### src/rtl/uart_pkg.sv
// Shared types and framing constants for the byte-level UART transmitter.
// PARITY is always enumerated; it is only reachable when UART_TX_PARITY_EN is defined.
package uart_pkg;

  typedef enum logic [2:0] {
    IDLE,
    START,
    DATA,
    PARITY,
    STOP
  } tx_state_t;

  localparam int DATA_BITS = 8;
  localparam int STOP_BITS = 1;

endpackage

### src/rtl/uart_baud_cnt.sv
// Baud-period counter: counts 0..CLKS_PER_BIT-1 and flags the last cycle of each bit period.
// Holding clear keeps the count at zero, so the first period after release is a full one.
module uart_baud_cnt #(
  parameter int CLKS_PER_BIT = 434,
  parameter int CNT_W        = 16
) (
  input  logic clk,
  input  logic rst,
  input  logic clear,
  output logic bit_tick
);

  localparam logic [CNT_W-1:0] TERM = CNT_W'(CLKS_PER_BIT - 1);

  logic [CNT_W-1:0] cnt;

  assign bit_tick = (cnt == TERM);

  // Wrapping on the tick means every state entered on a bit boundary starts at zero.
  always_ff @(posedge clk) begin
    if (rst || clear) begin
      cnt <= '0;
    end else if (bit_tick) begin
      cnt <= '0;
    end else begin
      cnt <= cnt + CNT_W'(1);
    end
  end

endmodule

### src/rtl/uart_tx_serializer.sv
// 8N1 UART transmitter with a one-cycle done pulse for the upstream next-byte request.
// Define UART_TX_PARITY_EN to insert an even-parity bit between the data and stop bits.
//
// Handshake: send is a strobe sampled every cycle; it is accepted only while the FSM is
// IDLE (including the cycle done is high), and ignored otherwise with no backpressure.
module uart_tx_serializer
  import uart_pkg::*;
#(
  parameter int CLKS_PER_BIT = 434,
  parameter int CNT_W        = 16
) (
  input  logic                 clk,
  input  logic                 rst,
  input  logic                 send,
  input  logic [DATA_BITS-1:0] data_in,
  output logic                 tx,
  output logic                 busy,
  output logic                 done,
  output tx_state_t            state_dbg
);

  localparam logic [2:0] LAST_BIT  = 3'(DATA_BITS - 1);
  localparam logic [2:0] LAST_STOP = 3'(STOP_BITS - 1);

  tx_state_t            state_q;
  tx_state_t            state_d;
  logic [DATA_BITS-1:0] shift_q;
  logic [DATA_BITS-1:0] shift_d;
  logic [2:0]           bit_cnt_q;
  logic [2:0]           bit_cnt_d;
  logic                 tx_d;
  logic                 busy_d;
  logic                 done_d;
  logic                 bit_tick;
  logic                 accept;

  assign accept    = (state_q == IDLE) && send;
  assign state_dbg = state_q;

  uart_baud_cnt #(
    .CLKS_PER_BIT (CLKS_PER_BIT),
    .CNT_W        (CNT_W)
  ) u_baud_cnt (
    .clk      (clk),
    .rst      (rst),
    .clear    (state_q == IDLE),
    .bit_tick (bit_tick)
  );

`ifdef UART_TX_PARITY_EN
  // Parity is taken at acceptance because the shift register is consumed by DATA.
  logic parity_q;
  logic parity_d;

  always_comb begin
    parity_d = parity_q;
    if (accept) begin
      parity_d = ^data_in;
    end
  end

  always_ff @(posedge clk) begin
    if (rst) begin
      parity_q <= 1'b0;
    end else begin
      parity_q <= parity_d;
    end
  end
`endif

  always_ff @(posedge clk) begin
    if (rst) begin
      state_q   <= IDLE;
      shift_q   <= '0;
      bit_cnt_q <= '0;
      tx        <= 1'b1;
      busy      <= 1'b0;
      done      <= 1'b0;
    end else begin
      state_q   <= state_d;
      shift_q   <= shift_d;
      bit_cnt_q <= bit_cnt_d;
      tx        <= tx_d;
      busy      <= busy_d;
      done      <= done_d;
    end
  end

  always_comb begin
    state_d = state_q;
    case (state_q)
      IDLE: begin
        if (send) begin
          state_d = START;
        end
      end
      START: begin
        if (bit_tick) begin
          state_d = DATA;
        end
      end
      DATA: begin
        if (bit_tick && (bit_cnt_q == LAST_BIT)) begin
`ifdef UART_TX_PARITY_EN
          state_d = PARITY;
`else
          state_d = STOP;
`endif
        end
      end
`ifdef UART_TX_PARITY_EN
      PARITY: begin
        if (bit_tick) begin
          state_d = STOP;
        end
      end
`endif
      STOP: begin
        if (bit_tick && (bit_cnt_q == LAST_STOP)) begin
          state_d = IDLE;
        end
      end
      default: begin
        state_d = IDLE;
      end
    endcase
  end

  // Outputs are computed for the next cycle and registered, so tx has no path from send.
  always_comb begin
    shift_d   = shift_q;
    bit_cnt_d = bit_cnt_q;
    tx_d      = 1'b1;
    if (accept) begin
      shift_d   = data_in;
      bit_cnt_d = '0;
    end else if (bit_tick) begin
      case (state_q)
        DATA: begin
          shift_d   = {1'b0, shift_q[DATA_BITS-1:1]};
          bit_cnt_d = bit_cnt_q + 3'd1;
        end
        STOP: begin
          bit_cnt_d = (bit_cnt_q == LAST_STOP) ? 3'd0 : bit_cnt_q + 3'd1;
        end
        default: begin
          bit_cnt_d = bit_cnt_q;
        end
      endcase
    end

    case (state_d)
      START:   tx_d = 1'b0;
      DATA:    tx_d = shift_d[0];
`ifdef UART_TX_PARITY_EN
      PARITY:  tx_d = parity_d;
`endif
      default: tx_d = 1'b1;
    endcase

    busy_d = (state_d != IDLE);
    done_d = (state_q == STOP) && (state_d == IDLE);
  end

endmodule

### config.mk
export PLATFORM = sky130hd
export DESIGN_NAME = uart_tx_serializer
export DESIGN_NICKNAME = d
export VERILOG_FILES = /design/src/rtl/uart_pkg.sv /design/src/rtl/uart_baud_cnt.sv /design/src/rtl/uart_tx_serializer.sv
export SDC_FILE = /design/constraint.sdc
export NUM_CORES = 1
export LEC_CHECK = 0
export ABC_AREA = 0
export BUFFER_PORTS_ARGS = -buffer_cell sky130_fd_sc_hd__buf_2
export CORE_UTILIZATION = 37
export CTS_CLUSTER_DIAMETER = 30
export CTS_CLUSTER_SIZE = 28
export DETAILED_ROUTE_END_ITERATION = 12
export PLACE_DENSITY = 0.54
export SLEW_MARGIN = 10
export SYNTH_ARGS = -nofsm -noshare
export SYNTH_HDL_FRONTEND = slang
export SYNTH_SLANG_ARGS = --single-unit
export TNS_END_PERCENT = 20
### constraint.sdc
create_clock -name clk -period 6.9 [get_ports clk]
set_clock_uncertainty 0.1 [all_clocks]
set_input_delay 1.035 -clock clk [delete_from_list [all_inputs] [get_ports clk]]
set_output_delay 1.035 -clock clk [all_outputs]
set_load 0.1 [all_outputs]
-- Word-level counts from Yosys, hierarchy flattened
Index checks and enable logic that the tools add are counted.
- bits in registers: 33
- output and inout bits: 6
- word-level logic and storage cells: 44
- $add $sub $neg: 2
- eq/ne operators: 7
- mux-type cells: 11
- reduce and logical (&&, ||, !) cells: 16
- operators by type and width (cell ; number):
    $mux W8 ; 3
    $add A16 B1 Y16 const B ; 1
    $eq A16 B9 Y1 const B ; 1
    $mux W3 ; 5
    $pmux W3 S4 ; 1
    $logic_not A3 Y1 ; 3
    $eq A3 B1 Y1 const B ; 2
    $eq A3 B2 Y1 const B ; 2
    $eq A3 B3 Y1 const B ; 2
    $pmux W3 S2 ; 1
    $reduce_bool A2 Y1 ; 3
    $logic_and A1 B1 Y1 ; 4
    $reduce_and A2 Y1 ; 2
    $reduce_or A2 Y1 ; 2
    $add A3 B1 Y3 const B ; 1
    $reduce_bool A3 Y1 ; 1
    $pmux W1 S2 ; 1
    $logic_or A1 B1 Y1 ; 1

-- Longest topological paths before layout
Gate-level depths: netlist of run 1.
- depth in word-level cells: 6
- gate-level depth with buffers: 8

-- Hierarchy
From an unflattened synthesis of run 1, not the netlist that was laid out.
- cell total of the unflattened synthesis: 171
- area total of the unflattened synthesis: 1566.5 µm²
- modules (own cells, without submodules) (module ; instances ; cells each ; area an instance (µm²) ; sequential area each (µm²)):
    uart_tx_serializer ; 1 ; 87 ; 819.5 ; 340.3
    uart_baud_cnt ; 1 ; 84 ; 747.0 ; 320.3

-- Worst setup path after synthesis of run 1
Ideal clock, no wire load.
- kind: reg-to-reg
- start point: reg state_q[1], in the netlist state_dbg[1]
- end point: reg bit_cnt_q[0]
- library setup time: 0.086 ns
- data arrival time: 2.196 ns
- data required time: 6.714 ns
- setup slack: 4.518 ns
- stages on the path, launching flop included: 7
- clock period less this slack: 2.382 ns
- cells stage by stage: dfxtp_1 clkbuf_1 nand2b_1 a21oi_1 nand3_1 a311o_1 a211oi_1
- longest elaborated chain between the ends: 3
- RTL lines (element ; line ; text):
    from (decl) ; uart_tx_serializer.sv:25 ; tx_state_t state_q;
    from (signal assigned) ; uart_tx_serializer.sv:80 ; state_q <= state_d;
    $eq A3 B3 Y1 (tied with other cells) ; uart_tx_serializer.sv:138 ; case (state_q)
    $reduce_bool A2 Y1 (no line) / $logic_and A1 B1 Y1 (equally long branches) ; -- ;
    $reduce_and A2 Y1 (no line) / $reduce_or A2 Y1 (equally long branches) ; -- ;
    to (signal assigned) ; uart_tx_serializer.sv:82 ; bit_cnt_q <= bit_cnt_d;
    to (decl) ; uart_tx_serializer.sv:29 ; logic [2:0] bit_cnt_q;
Parallel ways exist; a longest one is shown, timed or not.
A chain may end at the register's enable or synchronous reset.

-- Final worst setup path of run 1
- start point: reg u_baud_cnt.cnt[0]
- end point: reg u_baud_cnt.cnt[4]
- longest elaborated chain between the ends: 2
- RTL lines (element ; line ; text):
    from (decl) ; uart_baud_cnt.sv:15 ; logic [CNT_W-1:0] cnt;
    from (signal assigned) ; uart_baud_cnt.sv:26 ; cnt <= cnt + CNT_W'(1);
    parallel branches: the longest is 2 deep, another holds $add A16 B1 Y16 ; -- ;
Several ways; the timed one is not identified.

==> results of run 1 <==
-- synthesized netlist by cell type (2+ instances only) --
master	n	area share [%]
nand2_1	20	4.7
a211oi_1	2	0.95
a211oi_2	5	3.9
clkbuf_1	5	1.2
a31oi_1	2	0.79
nor3_1	5	1.6
a311oi_1	2	1.1
o21ai_0	3	0.95
nand3_1	6	1.9
ha_1	5	3.9
and3_1	2	0.79
or4_4	3	2.1
nor4_1	6	2.4
a21oi_1	13	4.1
dfxtp_1	33	42
inv_1	7	1.7
or3_1	4	1.6
xnor2_1	4	2.2
nand4_1	4	1.6
xor2_1	8	4.4
nor2_1	29	6.9
nand2b_1	3	1.2
-- worst max-delay path: stages, from the launching register on --
cell and delay [ps]:
dfxtp_1 390, ha_1 190, or3b_2 460, nor4_1 540
or3_1 540, nor2_1 110
-- layer usage --
| layer | share of wire, % | GRT usage, % | routed length, um | vias up |
|---|---|---|---|---|
| li1 | - | - | - | 681 |
| met1 | 47 | 19.82 | 1575 | 633 |
| met2 | 47 | 26.38 | 1591 | 36 |
| met3 | 4.1 | 4.054 | 139 | 6 |
| met4 | 1.4 | 5.585 | 48 | 0 |
| met5 | 0 | 0 | 0 | - |
-- cells in the final DEF (no fill, tap or decap), types with 2 or more instances in the layout --
cell type / count
nand3_1: 6
xor2_1: 8
a21oi_1: 13
nand2_1: 20
dfxtp_1: 33
clkbuf_8: 6
or3_1: 4
nor2_1: 29
nor4_1: 6
a311oi_1: 2
o21ai_0: 3
nand2b_1: 3
and3_1: 2
inv_1: 7
buf_2: 16
xnor2_1: 4
a211oi_1: 2
nor3_1: 5
a31oi_1: 2
a211oi_2: 5
nand4_1: 4
ha_1: 5
or4_4: 3
-- metrics by stage --
step / instance area [um^2] / std cells / power (mW)
floorplan: 1584 / 186 / 0.2277
global placement: 1687 / 244 / 0.2346
detailed placement: 1687 / 244 / 0.2354
CTS: 1773 / 251 / 0.3821
global route: 1773 / 251 / 0.3929
finish: 1773 / 251 / 0.3774
-- power groups by stage --
stage | Clock (mW) | Combinational [mW] | Sequential, mW
2_1_floorplan | 0 | 0.0161 | 0.212
3_5_place_dp | 0 | 0.0315 | 0.204
4_1_cts | 0.151 | 0.0316 | 0.200
5_1_grt | 0.159 | 0.0339 | 0.200
6_report | 0.147 | 0.0312 | 0.200
3_3_place_gp | 0 | 0.0309 | 0.204
-- cells by family after synthesis --
kind of cell / share of synthesized area, %
compound gates: 15.17
xor+xnor: 6.635
fa+ha+maj: 3.949
buf+inv: 4.186
flops: 41.71
mux: 0.6319
simple gates: 27.73
-- path summary, 6_finish.rpt --
path | end | slack [ps]
worst min register to register | shift_q[7] | 380
worst max register to register | u_baud_cnt.cnt[4] | 4430
worst max-delay path | u_baud_cnt.cnt[4] | 4430
worst min-delay path | shift_q[7] | 380
-- state kept, by name (all words and copies together), names as in the netlist --
register,count
tx,1
done,1
state_dbg,3
busy,1
shift_q,8
bit_cnt_q,3
u_baud_cnt.cnt,16
-- cell type report --
| type | count | area [um^2] | area share, % |
|---|---|---|---|
| multi-input cells | 138 | 857.1 | 48.34 |
| repair buffers | 16 | 80.08 | 4.517 |
| well taps | 50 | 62.56 | 3.529 |
| clock buffers | 7 | 86.33 | 4.869 |
| flip-flops and latches | 33 | 660.6 | 37.26 |
| inverters | 7 | 26.28 | 1.482 |
==> run metrics, run 1 <==
Worst slew margin 53.40%; first-pass detailed-route iteration total 4; Final WS setup 4425 ps; DP HPWL 2406 um; RSZ-0062 raised after global routing false; Worst setup EP type flop; Tmin final 2475 ps; GRT overflow 0; die span in y 67.43 um; f_max 404.1 MHz; die area 0.004547 mm^2; Core Area 0.004058 mm^2; Root Driver clkbuf_8; Data arrival, critical path 2520 ps; cells on worst reg2reg path 5; combinational share of power 8.3%; fin nets 217; final hold slack 377.5 ps; post-synthesis sequential area ratio 41.71%; Crit Path Class flop to flop; Worst EP required 6950 ps; Hold-fix buffers, CTS 0; Avg Cell Area, Syn 8.516 um^2; Post-synth ARST share 0%; critical path launch point u_baud_cnt.cnt[0]; Via density 5.402; first-pass GRT wire length 5451 um; Leakage 0.6365 nW; initial antenna violation count 0; Place WS 4427 ps; Setup Viol. Count Final 0; IO Port Bufs 16; GP Congestion 0.8301; H-Tree Depth 2; Max Root-Sink Buffers 2; internal power 0.2844 mW; TritonCTS clock tree built; Starting DRT DRC Count 94; Post-CTS Resized 0; Seq pwr share 52.9%; Gate Count Post-Synth 186; #FFs+latches synth 33; fin crit share 35.87%; switch share 24.65%; switching power 0.09304 mW; top_reg_cell synth dfxtp_1; Hold Violations, Final 0; Total GRT Usage 15.91%; hold depth 2; DRC violations left 0; Pwr Density 212.9 mW/mm^2; status complete, no violations; hold_sp shift_q[7]; wire per inst 13.36 um; Clk pwr share 38.9%; max-slew violations 0; layout cell share with drive strength beyond 1 16.92%; Crit Path Max Fanout 16; Least-Margin Pin Slew 692.6 ps; via count 1356; worst min path class flop to flop; Synth cell types 37; WL final 3354 um; vias in the first global route 1218; Initial Util 39.04%; cts bufs inserted 5; DRT antenna net count 0; largest net degree at the start of global routing 17; worst reg2reg path startpoint u_baud_cnt.cnt[0]; # diodes 0; Die Width 67.43 um; Clk Latency, worst-skew pair 280 ps; Mapped Nets 202; Post-synth EDFFs 0; I/O pin total 17; Worst setup SP type flop; Placement Rows 23; Synth-to-Final Area Change 11.93%; max-cap violations 0; worst vdd ir 0.1353 mV; fin util 43.69%; Sink Count 33; Synthesis Warnings 0; Post-Syn Area 0.001584 mm^2; Clock Pin Slew Worst Setup and Hold Paths 60 ps; TNS Setup 0 ps; post-CTS setup buffers 0; fillers 407
Power figures use the tool's default switching activity.
==> run 2, diff against run 1 <==
--- a/config.mk
+++ b/config.mk
@@ -5,13 +5,13 @@
 export SDC_FILE = /design/constraint.sdc
 export NUM_CORES = 1
 export LEC_CHECK = 0
-export ABC_AREA = 0
+export ABC_AREA = 1
 export BUFFER_PORTS_ARGS = -buffer_cell sky130_fd_sc_hd__buf_2
 export CORE_UTILIZATION = 37
 export CTS_CLUSTER_DIAMETER = 30
 export CTS_CLUSTER_SIZE = 28
 export DETAILED_ROUTE_END_ITERATION = 12
-export PLACE_DENSITY = 0.54
+export PLACE_DENSITY = 0.56
 export SLEW_MARGIN = 10
 export SYNTH_ARGS = -nofsm -noshare
 export SYNTH_HDL_FRONTEND = slang
==> constraint.sdc (replaced) <==
create_clock -name clk -period 2.15 [get_ports clk]
set_clock_uncertainty 0.1 [all_clocks]
set_input_delay 0.3225 -clock clk [delete_from_list [all_inputs] [get_ports clk]]
set_output_delay 0.3225 -clock clk [all_outputs]
set_load 0.1 [all_outputs]
==> run 2 against run 1 <==
Global-route usage is 0.99 points lower. Critical path depth grew 5. Hold slack worse by 180 ps. Area after synthesis is 13% higher. Largest power group unchanged. Critical endpoint is now u_baud_cnt.cnt[11].
==> run metrics, run 2 <==
status complete, no violations (unchanged); cells on worst reg2reg path 10 (was 5); Synth-to-Final Area Change 12.46% (was 11.93%); Post-Syn Area 0.001788 mm^2 (was 0.001584 mm^2); Via density 4.683 (was 5.402); Hold-fix buffers, CTS 0 (unchanged); fin cells 315 (was 251); Met1 Wirelength 1707 um (was 1575 um); vias in the first global route 1398 (was 1218); largest reg by FF count u_baud_cnt.cnt (unchanged); max-slew violations 0 (unchanged); worst vdd ir 0.3755 mV (was 0.1353 mV); max-cap violations 0 (unchanged); fin nets 278 (was 217); DP HPWL 2568 um (was 2406 um); dpl cells 307 (was 244); cts bufs inserted 5 (unchanged); Worst EP required 2220 ps (was 6950 ps); Tmin final 1882 ps (was 2475 ps); Max Root-Sink Buffers 2 (unchanged); Gate Count Post-Synth 242 (was 186); crit-path max cell delay 410 ps (was 540 ps); Leakage 0.8772 nW (was 0.6365 nW); fin crit share 87.56% (was 35.87%); Largest register FFs 16 (unchanged); Initial Util 39.69% (was 39.04%); Hold Violations, Final 0 (unchanged); DRT antenna net count 0 (unchanged); top-count cell post-synth nand2_1 (was dfxtp_1); critical-path cell list ha_1, inv_1, nor2_1, nand2_4, nor2_8, nand2_4, nand3_2, inv_1, o21ai_0, a21oi_1 (was ha_1, or3b_2, nor4_1, or3_1, nor2_1); most common cell after layout, fill and taps aside nand2_1 (was dfxtp_1); Crit Path Max Fanout 11 (was 16); first-pass detailed-route iteration total 4 (unchanged); GRT overflow 0 (unchanged); Post-synth ARST share 0% (unchanged); top sig layer met4 (unchanged); CP max stage cell dfxtp_1 (was nor4_1); Worst R2R Setup Slack 270 ps (was 4430 ps); critical path launch point u_baud_cnt.cnt[0] (unchanged); Clock Pin Slew Worst Setup and Hold Paths 60 ps (about the same); Least-Margin Pin Slew 486.9 ps (was 692.6 ps); Starting DRT DRC Count 91 (was 94); I/O pin total 17 (unchanged); die area 0.005114 mm^2 (was 0.004547 mm^2); post-synthesis sequential area ratio 36.95% (was 41.71%); Clk Latency, worst-skew pair 280 ps (about the same); Placement Rows 24 (was 23); fin util 44.64% (was 43.69%); largest net degree at the start of global routing 12 (was 17); Synth area leaders dfxtp_1 37%, nand2_1 11%, nor2_1 8.2% (was dfxtp_1 42%, nor2_1 6.9%, nand2_1 4.7%); post-CTS setup buffers 0 (unchanged); Synth cell types 31 (was 37); top cell type's share of synthesized area 36.95% (was 41.71%); IO Port Bufs 16 (unchanged); Synthesis Warnings 0 (unchanged); WL final 3330 um (was 3354 um); hold_sp data_in[7] (was shift_q[7]); Die Width 71.52 um (was 67.43 um); Data arrival, critical path 1950 ps (was 2520 ps); initial antenna violation count 0 (unchanged); via count 1475 (was 1356); synth cell count leaders 52 x nand2_1, 39 x nor2_1, 33 x dfxtp_1 (was 33 x dfxtp_1, 29 x nor2_1, 20 x nand2_1); cell taking the most area after synthesis dfxtp_1 (unchanged); top_reg_cell synth dfxtp_1 (unchanged); H-Tree Depth 2 (unchanged); Worst slew margin 67.77% (was 53.40%); most frequent cells in the layout 52 x nand2_1, 39 x nor2_1, 33 x dfxtp_1 (was 33 x dfxtp_1, 29 x nor2_1, 20 x nand2_1); Pwr Density 639.4 mW/mm^2 (was 212.9 mW/mm^2); Worst setup EP type flop (unchanged); first-pass GRT wire length 5968 um (was 5451 um); Design Power 1.286 mW (was 0.3774 mW); final hold slack 197.7 ps (was 377.5 ps); TritonCTS clock tree built (unchanged); layout cell share with drive strength beyond 1 23.95% (was 16.92%); GP Congestion 0.7243 (was 0.8301); Setup Viol. Count Final 0 (unchanged); Mapped Nets 258 (was 202); DRC violations left 0 (unchanged); Post-synth EDFFs 0 (unchanged); Core Area 0.004504 mm^2 (was 0.004058 mm^2); RSZ-0062 raised after global routing false (unchanged); # diodes 0 (unchanged); R2R Path End u_baud_cnt.cnt[11] (was u_baud_cnt.cnt[4]); Post-CTS Resized 0 (unchanged); die span in y 71.52 um (was 67.43 um); #FFs+latches synth 33 (unchanged); worst min path class input pin to flop (was flop to flop); metal2 WL 1472 um (was 1591 um); wire per inst 10.57 um (was 13.36 um); Avg Cell Area, Syn 7.388 um^2 (was 8.516 um^2); biggest regs u_baud_cnt.cnt: 16 flops, shift_q: 8 flops (unchanged); worst reg2reg path startpoint u_baud_cnt.cnt[0] (unchanged); TNS Setup 0 ps (unchanged); Worst setup SP type flop (unchanged); Sink Count 33 (unchanged); Total GRT Usage 14.92% (was 15.91%); CP Capture Point u_baud_cnt.cnt[11] (was u_baud_cnt.cnt[4]); Root Driver clkbuf_8 (unchanged); Crit Path Class flop to flop (unchanged); f_max 531.2 MHz (was 404.1 MHz); routed wl met3 107 um (was 139 um)
## run 2: power breakdown
group	total [mW]	switching [mW]	internal [mW]
Combinational	0.141	0.101	0.0400
Clock	0.506	0.217	0.289
Sequential	0.638	0.00908	0.629
Total	1.29	0.327	0.959
## run 2: worst max-delay path: cells and delay by family (launching register included)
family                     cells  cell delay (ps)
and+or+nand+nor                5              690
DFF                            1              410
buffers and inverters          2              210
adders and majority gates      1              190
AOI/OAI and AO/OA              2              170
## run 2: cell type report
| type | instances | area, um^2 |
|---|---|---|
| repair buffers | 16 | 80.08 |
| fillers | 479 | 2494 |
| clock buffers | 7 | 96.34 |
| inverters | 30 | 117.6 |
| flip-flops and latches | 33 | 660.6 |
| clock inverters | 1 | 5.005 |
| well taps | 52 | 65.06 |
| multi-input cells | 176 | 985.9 |
## run 2: layer usage
metal / vias up / GRT usage (%)
met5: - / 0
met4: 0 / 5.882
met3: 4 / 3.376
met2: 17 / 23.60
met1: 650 / 19.84
li1: 804 / -
## run 2: kinds of logic after synthesis
logic type,synth area share [%]
DFF,36.95
xor gates and xnor gates,1.470
and+or+nand+nor,41.57
adders and majority gates,3.499
AOI/OAI and AO/OA,8.608
buffers and inverters,7.908
## run 2: worst min path at each step
stage | end | slack (ps) | cells after the start
after detailed placement | shift_q[7] | 360 | 2
after CTS | shift_q[7] | 190 | 3
final | shift_q[7] | 200 | 3
after global routing | shift_q[7] | 200 | 3
after floorplan | shift_q[7] | 340 | 2
after global placement | shift_q[1] | 360 | 2
## run 2: through the flow
step | worst slack (ps) | area [um^2]
2_1_floorplan | 36.32 | 1788
3_3_place_gp | 331.5 | 1909
3_5_place_dp | 251.7 | 1909
4_1_cts | 252.5 | 2011
5_1_grt | 95.66 | 2011
6_report | 267.5 | 2011
